<file path="src/rtl/serial_adder.sv">
// rtl/serial_adder.sv - bit-serial WIDTH-bit adder, one sum bit per clock
//
// Purpose:
//   Adds two WIDTH-bit operands LSB-first through a single 1-bit full-add
//   cell and a carry flop. Operands are captured on an accepted start,
//   WIDTH clocks of RUN produce the sum, then a one-cycle done strobe
//   presents the registered result.
//
// Ports:
//   clk    in   1      rising-edge clock
//   rst    in   1      asynchronous active-high reset
//   start  in   1      begin an addition (honoured in IDLE or DONE only)
//   a, b   in   WIDTH  operands, captured on the accepting edge
//   busy   out  1      high while bits are being processed
//   done   out  1      one-cycle strobe, sum/carry hold a new result
//   sum    out  WIDTH  registered (a+b) mod 2^WIDTH
//   carry  out  1      registered carry-out of the addition

module serial_adder #(
   parameter int WIDTH = 8
) (
   input  logic             clk,
   input  logic             rst,
   input  logic             start,
   input  logic [WIDTH-1:0] a,
   input  logic [WIDTH-1:0] b,
   output logic             busy,
   output logic             done,
   output logic [WIDTH-1:0] sum,
   output logic             carry
);

   localparam int CW = (WIDTH > 1) ? $clog2(WIDTH) : 1;

   typedef enum logic [1:0] {
      IDLE = 2'd0,
      RUN  = 2'd1,
      DONE = 2'd2
   } state_t;

   state_t           state_q,  state_d;
   logic [WIDTH-1:0] a_sh_q,   a_sh_d;
   logic [WIDTH-1:0] b_sh_q,   b_sh_d;
   logic [WIDTH-1:0] psum_q,   psum_d;
   logic             c_q,      c_d;
   logic [CW-1:0]    cnt_q,    cnt_d;
   logic [WIDTH-1:0] sum_q,    sum_d;
   logic             carry_q,  carry_d;
   logic             busy_q,   busy_d;
   logic             done_q,   done_d;

   // 1-bit full-add cell shared by every bit position
   logic             sum_bit;
   logic             c_next;
   logic [WIDTH-1:0] psum_shifted;

   always_comb begin
      sum_bit = a_sh_q[0] ^ b_sh_q[0] ^ c_q;
      c_next  = (a_sh_q[0] & b_sh_q[0]) | (a_sh_q[0] & c_q) | (b_sh_q[0] & c_q);
      // New bit enters at the MSB; after WIDTH shifts bit 0 of the sum sits at
      // the LSB. Written as shift/or so WIDTH=1 needs no special case.
      psum_shifted = (psum_q >> 1) | (WIDTH'(sum_bit) << (WIDTH - 1));
   end

   always_comb begin
      state_d = state_q;
      a_sh_d  = a_sh_q;
      b_sh_d  = b_sh_q;
      psum_d  = psum_q;
      c_d     = c_q;
      cnt_d   = cnt_q;
      sum_d   = sum_q;
      carry_d = carry_q;
      busy_d  = 1'b0;
      done_d  = 1'b0;

      case (state_q)
         IDLE, DONE: begin
            // DONE honours start too, giving back-to-back operation
            if (start) begin
               a_sh_d  = a;
               b_sh_d  = b;
               psum_d  = '0;
               c_d     = 1'b0;
               cnt_d   = '0;
               busy_d  = 1'b1;
               state_d = RUN;
            end else begin
               state_d = IDLE;
            end
         end
         RUN: begin
            a_sh_d = a_sh_q >> 1;
            b_sh_d = b_sh_q >> 1;
            psum_d = psum_shifted;
            c_d    = c_next;
            cnt_d  = cnt_q + CW'(1);
            if (cnt_q == CW'(WIDTH - 1)) begin
               sum_d   = psum_shifted;
               carry_d = c_next;
               done_d  = 1'b1;
               state_d = DONE;
            end else begin
               busy_d  = 1'b1;
            end
         end
         default: state_d = IDLE;
      endcase
   end

   always_ff @(posedge clk or posedge rst) begin
      if (rst) begin
         state_q <= IDLE;
         a_sh_q  <= '0;
         b_sh_q  <= '0;
         psum_q  <= '0;
         c_q     <= 1'b0;
         cnt_q   <= '0;
         sum_q   <= '0;
         carry_q <= 1'b0;
         busy_q  <= 1'b0;
         done_q  <= 1'b0;
      end else begin
         state_q <= state_d;
         a_sh_q  <= a_sh_d;
         b_sh_q  <= b_sh_d;
         psum_q  <= psum_d;
         c_q     <= c_d;
         cnt_q   <= cnt_d;
         sum_q   <= sum_d;
         carry_q <= carry_d;
         busy_q  <= busy_d;
         done_q  <= done_d;
      end
   end

   assign busy  = busy_q;
   assign done  = done_q;
   assign sum   = sum_q;
   assign carry = carry_q;

endmodule

</file>
<file path="config.mk">
export PLATFORM = sky130hd
export DESIGN_NAME = serial_adder
export DESIGN_NICKNAME = d
export VERILOG_FILES = /design/src/rtl/serial_adder.sv
export SDC_FILE = /design/constraint.sdc
export NUM_CORES = 1
export LEC_CHECK = 0
export CORE_UTILIZATION = 35
export CTS_BUF_LIST = sky130_fd_sc_hd__clkbuf_4 sky130_fd_sc_hd__clkbuf_8
export DETAILED_ROUTE_END_ITERATION = 10
export SYNTH_ARGS = -nofsm -noshare
export SYNTH_HDL_FRONTEND = slang
export SYNTH_SLANG_ARGS = --single-unit
export TNS_END_PERCENT = 50
</file>
<file path="constraint.sdc">
create_clock -name clk -period 4.26 [get_ports clk]
set_input_delay 1.065 -clock clk [delete_from_list [all_inputs] [get_ports clk]]
set_output_delay 1.065 -clock clk [all_outputs]
set_load 0.005 [all_outputs]
</file>
# --- Yosys cells after proc, flatten, opt, wreduce, memory -nomap -nowiden ---
# Cells that the tools add are included.
totals:
  elab_cells: 47
  reg_bits: 41
  in_bits: 19
classes:
  n_mux: 18
  n_addsub: 1
  bitwise_logic: 8
  reduce_logical: 5
  n_eq_ne: 5
op_table:
  columns: ["cell", "n"]
  rows:
  - ["$pmux 8 s2", 3]
  - ["$mux 8", 3]
  - ["$or 7x8->8", 1]
  - ["$mux 1", 6]
  - ["$pmux 3 s2", 1]
  - ["$ne 2x2->1 const B", 2]
  - ["$pmux 1 s2", 2]
  - ["$pmux 2 s2", 1]
  - ["$reduce_and 2->1", 2]
  - ["$add 3x1->3 const B", 1]
  - ["$and 1x1->1", 3]
  - ["$eq 3x3->1 const B", 1]
  - ["$mux 3", 1]
  - ["$eq 2x1->1 const B", 1]
  - ["$eq 2x2->1 const B", 1]
  - ["$logic_not 2->1", 1]
  - ["$mux 2", 1]
  - ["$or 1x1->1", 2]
  - ["$reduce_bool 2->1", 1]
  - ["$reduce_or 2->1", 1]
  - ["$xor 1x1->1", 2]

# --- Longest topological paths before layout ---
# Gate-level depths: netlist of the first run.
logic_depth:
  word_depth: 4
  depth_mapped: 6

# --- Worst setup path after synthesis of the first run ---
# Ideal clock, no wire load.
synth_path:
  path_type: "input -> register"
  start: "input port start"
  end: "register a_sh_q[0]"
  setup_slack_ns: 2.377
  setup_ns: 0.121
  path_buffers: 2
  required_time_ns: 4.139
  arrival_time_ns: 1.762
  cell_stages: 5
  path_cell_list: "buf_2 and2b_1 buf_2 nor3_1 nor2_1"
synth_between:
  elab_chain_len: 2
synth_rtl:
  columns: ["item", "line", "source"]
  rows:
  - ["start: declaration", "24", "input logic start,"]
  - ["$ne 2x2->1 (no line)", null, null]
  - ["$reduce_and 2->1 (no line)", null, null]
  - ["end signal: assignment", "125", "a_sh_q <= a_sh_d;"]
  - ["end: declaration", "42", "logic [WIDTH-1:0] a_sh_q, a_sh_d;"]
# No other way between the ends.
# A chain may end at the register's enable or synchronous reset.

# --- Final worst setup path of the first run ---
layout_path:
  start: "input port start"
  end: "register c_q"
layout_between:
  elab_chain_len: 2
layout_rtl:
  columns: ["item", "line", "source"]
  rows:
  - ["$ne 2x2->1 (no line)", null, null]
  - ["$reduce_and 2->1 (no line)", null, null]
  - ["end signal: assignment", "117", "c_q <= 1'b0;"]
  - ["end signal: assignment", "128", "c_q <= c_d;"]
  - ["end: declaration", "45", "logic c_q, c_d;"]
# No other way between the ends.

==> metrics.md, run 1 <==
| Metric | Value |
|---|---|
| Layout cell share with drive strength beyond 1 | `0.152` |
| Clock power share | `0.169` |
| Final period util | `0.569` |
| Wire per inst | `around 14 um` |
| CTS sink cnt | `40` |
| Mapped Cells | `137` |
| Crit path kind | `input pin to flip-flop` |
| Synthesis warning total | `0` |
| Count of input and output buffers | `29` |
| Post-synthesis register bit count | `40` |
| Global-route wire length before repair | `about 5600 um` |
| Xor and xnor area share after synthesis | `0.00496` |
| GPL Wtd Cong | `about 0.76` |
| Fin. max-slew vios | `0` |
| Worst-Skew Late Latency | `~0.28 ns` |
| Crit path DAT | `approximately 2.6 ns` |
| Switching share of power | `0.324` |
| Placement Cell Area | `~2100 um2` |
| Status | `complete, no violations` |
| # diodes | `0` |
| FMAX | `approximately 410 MHz` |
| Largest family of logic cells by synthesized area | `compound AO/OA/AOI/OAI gates` |
| Htree depth | `2` |
| Initial antenna violation count | `0` |
| P_sw | `around 0.50 mW` |
| Non-Filler Instances | `about 230` |
| GRT overflow | `0` |
| Cell accounting for the most synthesized area | `dfrtp_1` |
| Die Span Y | `approximately 73 um` |
| Internal Power | `roughly 1.1 mW` |
| Largest net degree at the start of global routing | `a little over 40` |
| Detail Route Antenna Nets | `0` |
| Nets | `187` |
| Drt first pass iters | `4` |
| CTS Root Buffer Type | `clkbuf_8` |
| Final worst setup slack | `roughly 1.8 ns` |
| CTS Buf Count | `5` |
| Chip Width | `73.0 um` |
| Total GRT Usage | `0.140` |
| Final min period | `between 2 and 2.5 ns` |
| Total power per unit cell area | `about 700 nW/um2` |
| Setup bufs post-CTS | `0` |
| Post-synthesis simple-gate area fraction | `0.103` |
| Syn avg cell area | `~13 um2` |
| Place WS | `between 1.5 and 2 ns` |
| Via Count | `1141` |
| Worst-path clk slew | `roughly 0.070 ns` |
| PostCTS Resize Cnt | `0` |
| Layout Skew | `around 0.0039 ns` |
| Leakage power | `0.951 nW` |
| Reg power frac | `0.446` |
| Relative slew slack | `0.641` |
| Count of cell types in the netlist | `26` |
| Mux contribution to synthesized area | `0.125` |
| Worst Tran Pin Value | `approximately 0.54 ns` |
| Final setup violation count | `0` |
| I/O Pins | `30` |
| Iteration-0 DRC Markers | `slightly above 90` |
| Adder-Cell Fraction of Synth Area | `0.0255` |
| Core Area | `about 4800 um2` |
| CTS tree | `done` |
| Drt drc | `0` |
| Worst vdd ir | `~220 uV` |
| CP startpoint kind | `input pin` |
| Maximum clock path buffer count | `2` |
| Synth Area in Compound Gates | `0.134` |
| Die area | `roughly 5300 um2` |
| DPL Wire Length | `about 2300 um` |
| CP max stage delay | `between 0.6 and 0.7 ns` |
| Critical path data required time | `between 4 and 5 ns` |
| Cts hold-fix bufs | `0` |
| Placed Cells | `225` |
| Hold Crit Class | `flip-flop to flip-flop` |
| Vias in the first global route | `approximately 1.2k` |
| Area growth syn-to-layout | `23.7%` |
| Mapped Area | `between 1500 and 2000 um2` |
| Row count | `25` |
| Final wirelength | `3250 um` |
| FILL cells | `~450` |
| Setup TNS | `0 ns` |
| Vias per cell | `4.92` |
| CP Cell Sequence | `clkdlybuf4s50_1 > and2b_1 > nor2_4 > a22o_1` |
| Final Instance Area | `2180 um2` |
| Combinational fraction of design power | `0.385` |
| Post-layout util | `0.456` |
| Area contributors post-synth | `dfrtp_1 57%, mux2_4 7.6%, a22o_1 6.4%` |
| Initial Utilization | `0.369` |
| Syn Nets | `between 150 and 200` |
| Final Hold Violating Endpoints | `0` |
| Top cell type's share of synthesized area | `0.567` |
| Maxcap violations | `0` |
| Critical Path Sink Type | `flip-flop` |
| CP max FO | `13` |
| RSZ-0062 raised after global routing | `false` |
| Sequential area share after synthesis | `0.567` |
| Critical path's slowest cell | `clkdlybuf4s50_1` |
-- kinds of logic (layout without fill, tap and decap cells) --
group                      Yosys count  after routing
AOI/OAI and AO/OA                   33             33
and+or+nand+nor                     31             31
buffers and inverters               12             40
DFF                                 40             40
adders and majority gates            3              3
muxes                               17             17
xor gates and xnor gates             1              1
-- final timing paths --
kind                                   startpoint  slack [ns]  cells after the start                    end
min in group asynchronous                     rst        1.20                      3  b_sh_q[4]$_DFFE_PP0P_
min                         a_sh_q[7]$_DFFE_PP0P_        0.51                      1  a_sh_q[7]$_DFFE_PP0P_
max in group asynchronous                     rst        2.71                      3      carry$_DFFE_PP0P_
min reg2reg                 a_sh_q[7]$_DFFE_PP0P_        0.51                      1  a_sh_q[7]$_DFFE_PP0P_
max reg2reg                state_q[0]$_DFFE_PP0P_        2.32                      4     sum[7]$_DFFE_PP0P_
max                                         start        1.84                      4        c_q$_DFFE_PP0P_
-- critical path: cells and delay by family --
family	cells	cell delay [ns]
buf+inv	1	0.69
simple gates	2	0.62
compound gates	1	0.21
-- power groups by stage --
stage	Combinational (mW)	Sequential [mW]	Clock (mW)
2_1_floorplan	0.481	0.648	0
3_3_place_gp	0.583	0.690	0
3_5_place_dp	0.606	0.700	0
4_1_cts	0.607	0.695	0.272
5_1_grt	0.673	0.722	0.289
6_report	0.598	0.694	0.262
-- sequential cells by signal, summed over array words and instances (netlist names) --
signal / flops
sum: 8
state_q: 2
carry: 1
b_sh_q: 8
cnt_q: 3
a_sh_q: 8
busy: 1
c_q: 1
psum_q: 7
done: 1
-- synth_stat cells --
| library cell | instances |
|---|---|
| mux2_4 | 9 |
| buf_6 | 2 |
| dfrtp_1 | 40 |
| o21ai_0 | 2 |
| a21oi_1 | 4 |
| nor3_1 | 10 |
| and2b_1 | 1 |
| a211oi_1 | 4 |
| a22o_1 | 13 |
| fa_1 | 1 |
| inv_1 | 2 |
| xnor2_1 | 1 |
| nor2_4 | 1 |
| nand2b_1 | 2 |
| mux2i_1 | 4 |
| inv_4 | 1 |
| mux2_2 | 4 |
| nor2b_4 | 1 |
| buf_4 | 2 |
| clkbuf_1 | 2 |
| nand2_8 | 1 |
| o22ai_1 | 10 |
| nor2_1 | 11 |
| nor2b_1 | 4 |
| ha_1 | 2 |
| buf_2 | 3 |
-- stage by stage --
| stage | power, mW | hold slack, ns |
|---|---|---|
| after floorplan | 1.13 | 0.465 |
| after global placement | 1.27 | 0.490 |
| after detailed placement | 1.31 | 0.493 |
| after CTS | 1.57 | 0.515 |
| after global routing | 1.68 | 0.524 |
| final | 1.55 | 0.512 |
-- layout make-up --
class | count | area (um2) | area share
Sequential cell | 40 | 1000 | 0.458
Inverter | 3 | 13.8 | 0.00630
Clock buffer | 7 | 96.3 | 0.0441
Tap cell | 67 | 83.8 | 0.0384
Multi-Input combinational cell | 85 | 692 | 0.317
Timing Repair Buffer | 30 | 298 | 0.136
-- routing by layer --
layer / track usage / wire length, um / vias to the layer above
met2: 0.219 / 1580 / 18
met5: 0 / 0 / -
met1: 0.184 / 1530 / 565
li1: - / - / 551
met4: 0.0632 / 63 / 0
met3: 0.0331 / 84 / 7
-- placed cells by master (no fill, tap or decap) --
cell,instances
a22o_1,13
mux2_2,4
nor2_4,1
mux2_4,9
ha_1,2
nor2_1,11
inv_1,2
mux2i_1,4
xnor2_1,1
clkdlybuf4s50_1,29
fa_1,1
a21oi_1,4
clkbuf_8,7
o21ai_0,2
and2b_1,1
dfrtp_1,40
inv_4,1
buf_4,1
nor2b_1,4
a211oi_1,4
nor2b_4,1
nand2_8,1
nand2b_1,2
o22ai_1,10
nor3_1,10
Power figures use the tool's default switching activity.
==> run 2: changes to the inputs <==
Clock period 4.26 ns to 2.05 ns, I/O delays scaled along.
==> run 2 against run 1 <==
Effect of this change: sequential power rose by 100%; sequential cell count unchanged; clock skew up 0.0045 ns; global-route usage up 1.2 points; die area is the same; total power rose by 120%; via count is 1.5% higher; combinational power rose by 120%; non-clock buffer count rose by 4; critical path depth decreased by 3; utilization grew 1.2 points; routed wire length grew 7.3%; largest cell class unchanged.
==> metrics.md, run 2 (same netlist as run 1, synthesis figures left out) <==
| Metric | Value |
|---|---|
| Htree depth | `2` |
| Layout Skew | `about 0.0085 ns` |
| CP Cell Sequence | `clkdlybuf4s50_1` |
| Crit path DAT | `between 1 and 1.5 ns` |
| Final wirelength | `between 3000 and 4000 um` |
| Leakage power | `between 0.9 and 1 nW` |
| Die Span Y | `about 73 um` |
| Tot Pwr | `between 3 and 4 mW` |
| CTS Buf Count | `5` |
| CP max stage delay | `slightly above 0.5 ns` |
| GPL Wtd Cong | `roughly 0.75` |
| Critical path data required time | `1.54 ns` |
| Commonest cells after routing, fill and taps aside | `40 x dfrtp_1, 29 x clkdlybuf4s50_1, 13 x a22o_1, 11 x nor2_1` |
| Min-delay src | `sum[1]$_DFFE_PP0P_` |
| CP max FO | `2` |
| Worst-path clk slew | `about 0.080 ns` |
| PostCTS Resize Cnt | `0` |
| Drt drc | `0` |
| Maximum clock path buffer count | `2` |
| Chip Width | `approximately 73 um` |
| Fin. max-slew vios | `0` |
| Worst Tran Pin Value | `roughly 0.53 ns` |
| Min-Delay Endpoint | `sum[1]$_DFFE_PP0P_` |
| RR Endpoint | `b_sh_q[2]$_DFFE_PP0P_` |
| Area growth syn-to-layout | `26.8%` |
| Via Count | `1158` |
| Initial Utilization | `0.369` |
| Largest net degree at the start of global routing | `41` |
| Final min period | `~1.7 ns` |
| Largest delay share family, worst path | `buffers and inverters` |
| Vias in the first global route | `1250` |
| Final period util | `0.820` |
| Worst Hold Depth | `1` |
| Vias per cell | `4.89` |
| CTS sink cnt | `40` |
| Buf/Inv on CP | `1` |
| Initial antenna violation count | `0` |
| Global-route wire length before repair | `about 6000 um` |
| Total power per unit cell area | `around 1500 nW/um2` |
| Final setup violation count | `0` |
| Reg2Reg Depth | `5` |
| Detail Route Antenna Nets | `0` |
| Drt first pass iters | `4` |
| FMAX | `595 MHz` |
| Relative slew slack | `0.646` |
| Reg2Reg Setup Slack | `roughly 0.52 ns` |
| Wire per inst | `between 10 and 15 um` |
| Maxcap violations | `0` |
| Core Area | `between 4000 and 5000 um2` |
| Die area | `approximately 5300 um2` |
| DPL Wire Length | `around 2500 um` |
| Iteration-0 DRC Markers | `57` |
| Setup bufs post-CTS | `0` |
| CTS Root Buffer Type | `clkbuf_8` |
| # diodes | `0` |
| Critical path's slowest cell | `clkdlybuf4s50_1` |
| Worst-Skew Late Latency | `0.29 ns` |
| GRT overflow | `0` |
| Final Hold Violating Endpoints | `0` |
| Crit path kind | `flip-flop to output port` |
| Status | `complete, no violations` |
| Count of input and output buffers | `29` |
| Nets | `between 150 and 200` |
| R2R Path Start | `state_q[0]$_DFFE_PP0P_` |
| Hold Crit Class | `flip-flop to flip-flop` |
| I/O Pins | `30` |
| Critical Path Sink Type | `output port` |
| Row count | `25` |
| Most common cell after layout, fill and taps aside | `dfrtp_1` |
| CP startpoint kind | `flip-flop` |
| Total GRT Usage | `0.152` |
| RSZ-0062 raised after global routing | `false` |
| Layout cell share with drive strength beyond 1 | `0.176` |
| Worst vdd ir | `just over 500 uV` |
| CTS tree | `done` |
| Setup TNS | `0 ns` |
| Cts hold-fix bufs | `0` |
[run 2: cell types whose count changed in the layout (fill, tap and decap cells not counted)]
cell,previous run,this run
clkbuf_8,7,6
clkinv_4,0,1
buf_4,1,5
bufinv_16,0,1
[run 2: cell type report]
cell class / instances / area, um2
multi-input combinational: 85 / 692
timing repair buffer: 34 / 328
fill: 441 / 2550
inverter: 3 / 13.8
clock buffer: 6 / 82.6
tap: 67 / 83.8
sequential: 40 / 1000
clock inverter: 2 / 38.8
[run 2: per-layer routing]
layer  share of wire  global-route usage  up-vias
li1                -                   -      557
met1            0.44               0.187      571
met2            0.52               0.250       23
met3           0.031              0.0414        7
met4           0.018              0.0654        0
met5               0                   0        -
[run 2: power by group]
part | internal, mW | leakage (nW) | total [mW] | switching (mW)
Combinational | 0.764 | 0.426 | 1.32 | 0.559
Sequential | 1.15 | 0.494 | 1.42 | 0.265
Clock | 0.398 | 0.0614 | 0.676 | 0.278
[run 2: through the flow]
stage | cells | setup WS [ns] | instance area, um2 | utilization | hold slack [ns]
CTS | 237 | 0.359 | 2240 | 0.468 | 0.519
global placement | 229 | 0.350 | 2120 | 0.443 | 0.489
global route | 237 | 0.302 | 2240 | 0.468 | 0.536
floorplan | 137 | 0.620 | 1770 | - | 0.465
finish | 237 | 0.370 | 2240 | 0.468 | 0.515
detailed placement | 229 | 0.276 | 2120 | 0.443 | 0.495
[run 2: how the worst max path moves through the flow]
stage                             from  depth (start not counted)  slack [ns]                    end
CTS                 sum[7]$_DFFE_PP0P_                          1        0.36                 sum[7]
finish              sum[0]$_DFFE_PP0P_                          1        0.37                 sum[0]
detailed placement               start                          5        0.28  b_sh_q[2]$_DFFE_PP0P_
global route         carry$_DFFE_PP0P_                          1        0.30                  carry
global placement                 start                          5        0.35  a_sh_q[2]$_DFFE_PP0P_
floorplan                          rst                          1        0.62  a_sh_q[0]$_DFFE_PP0P_
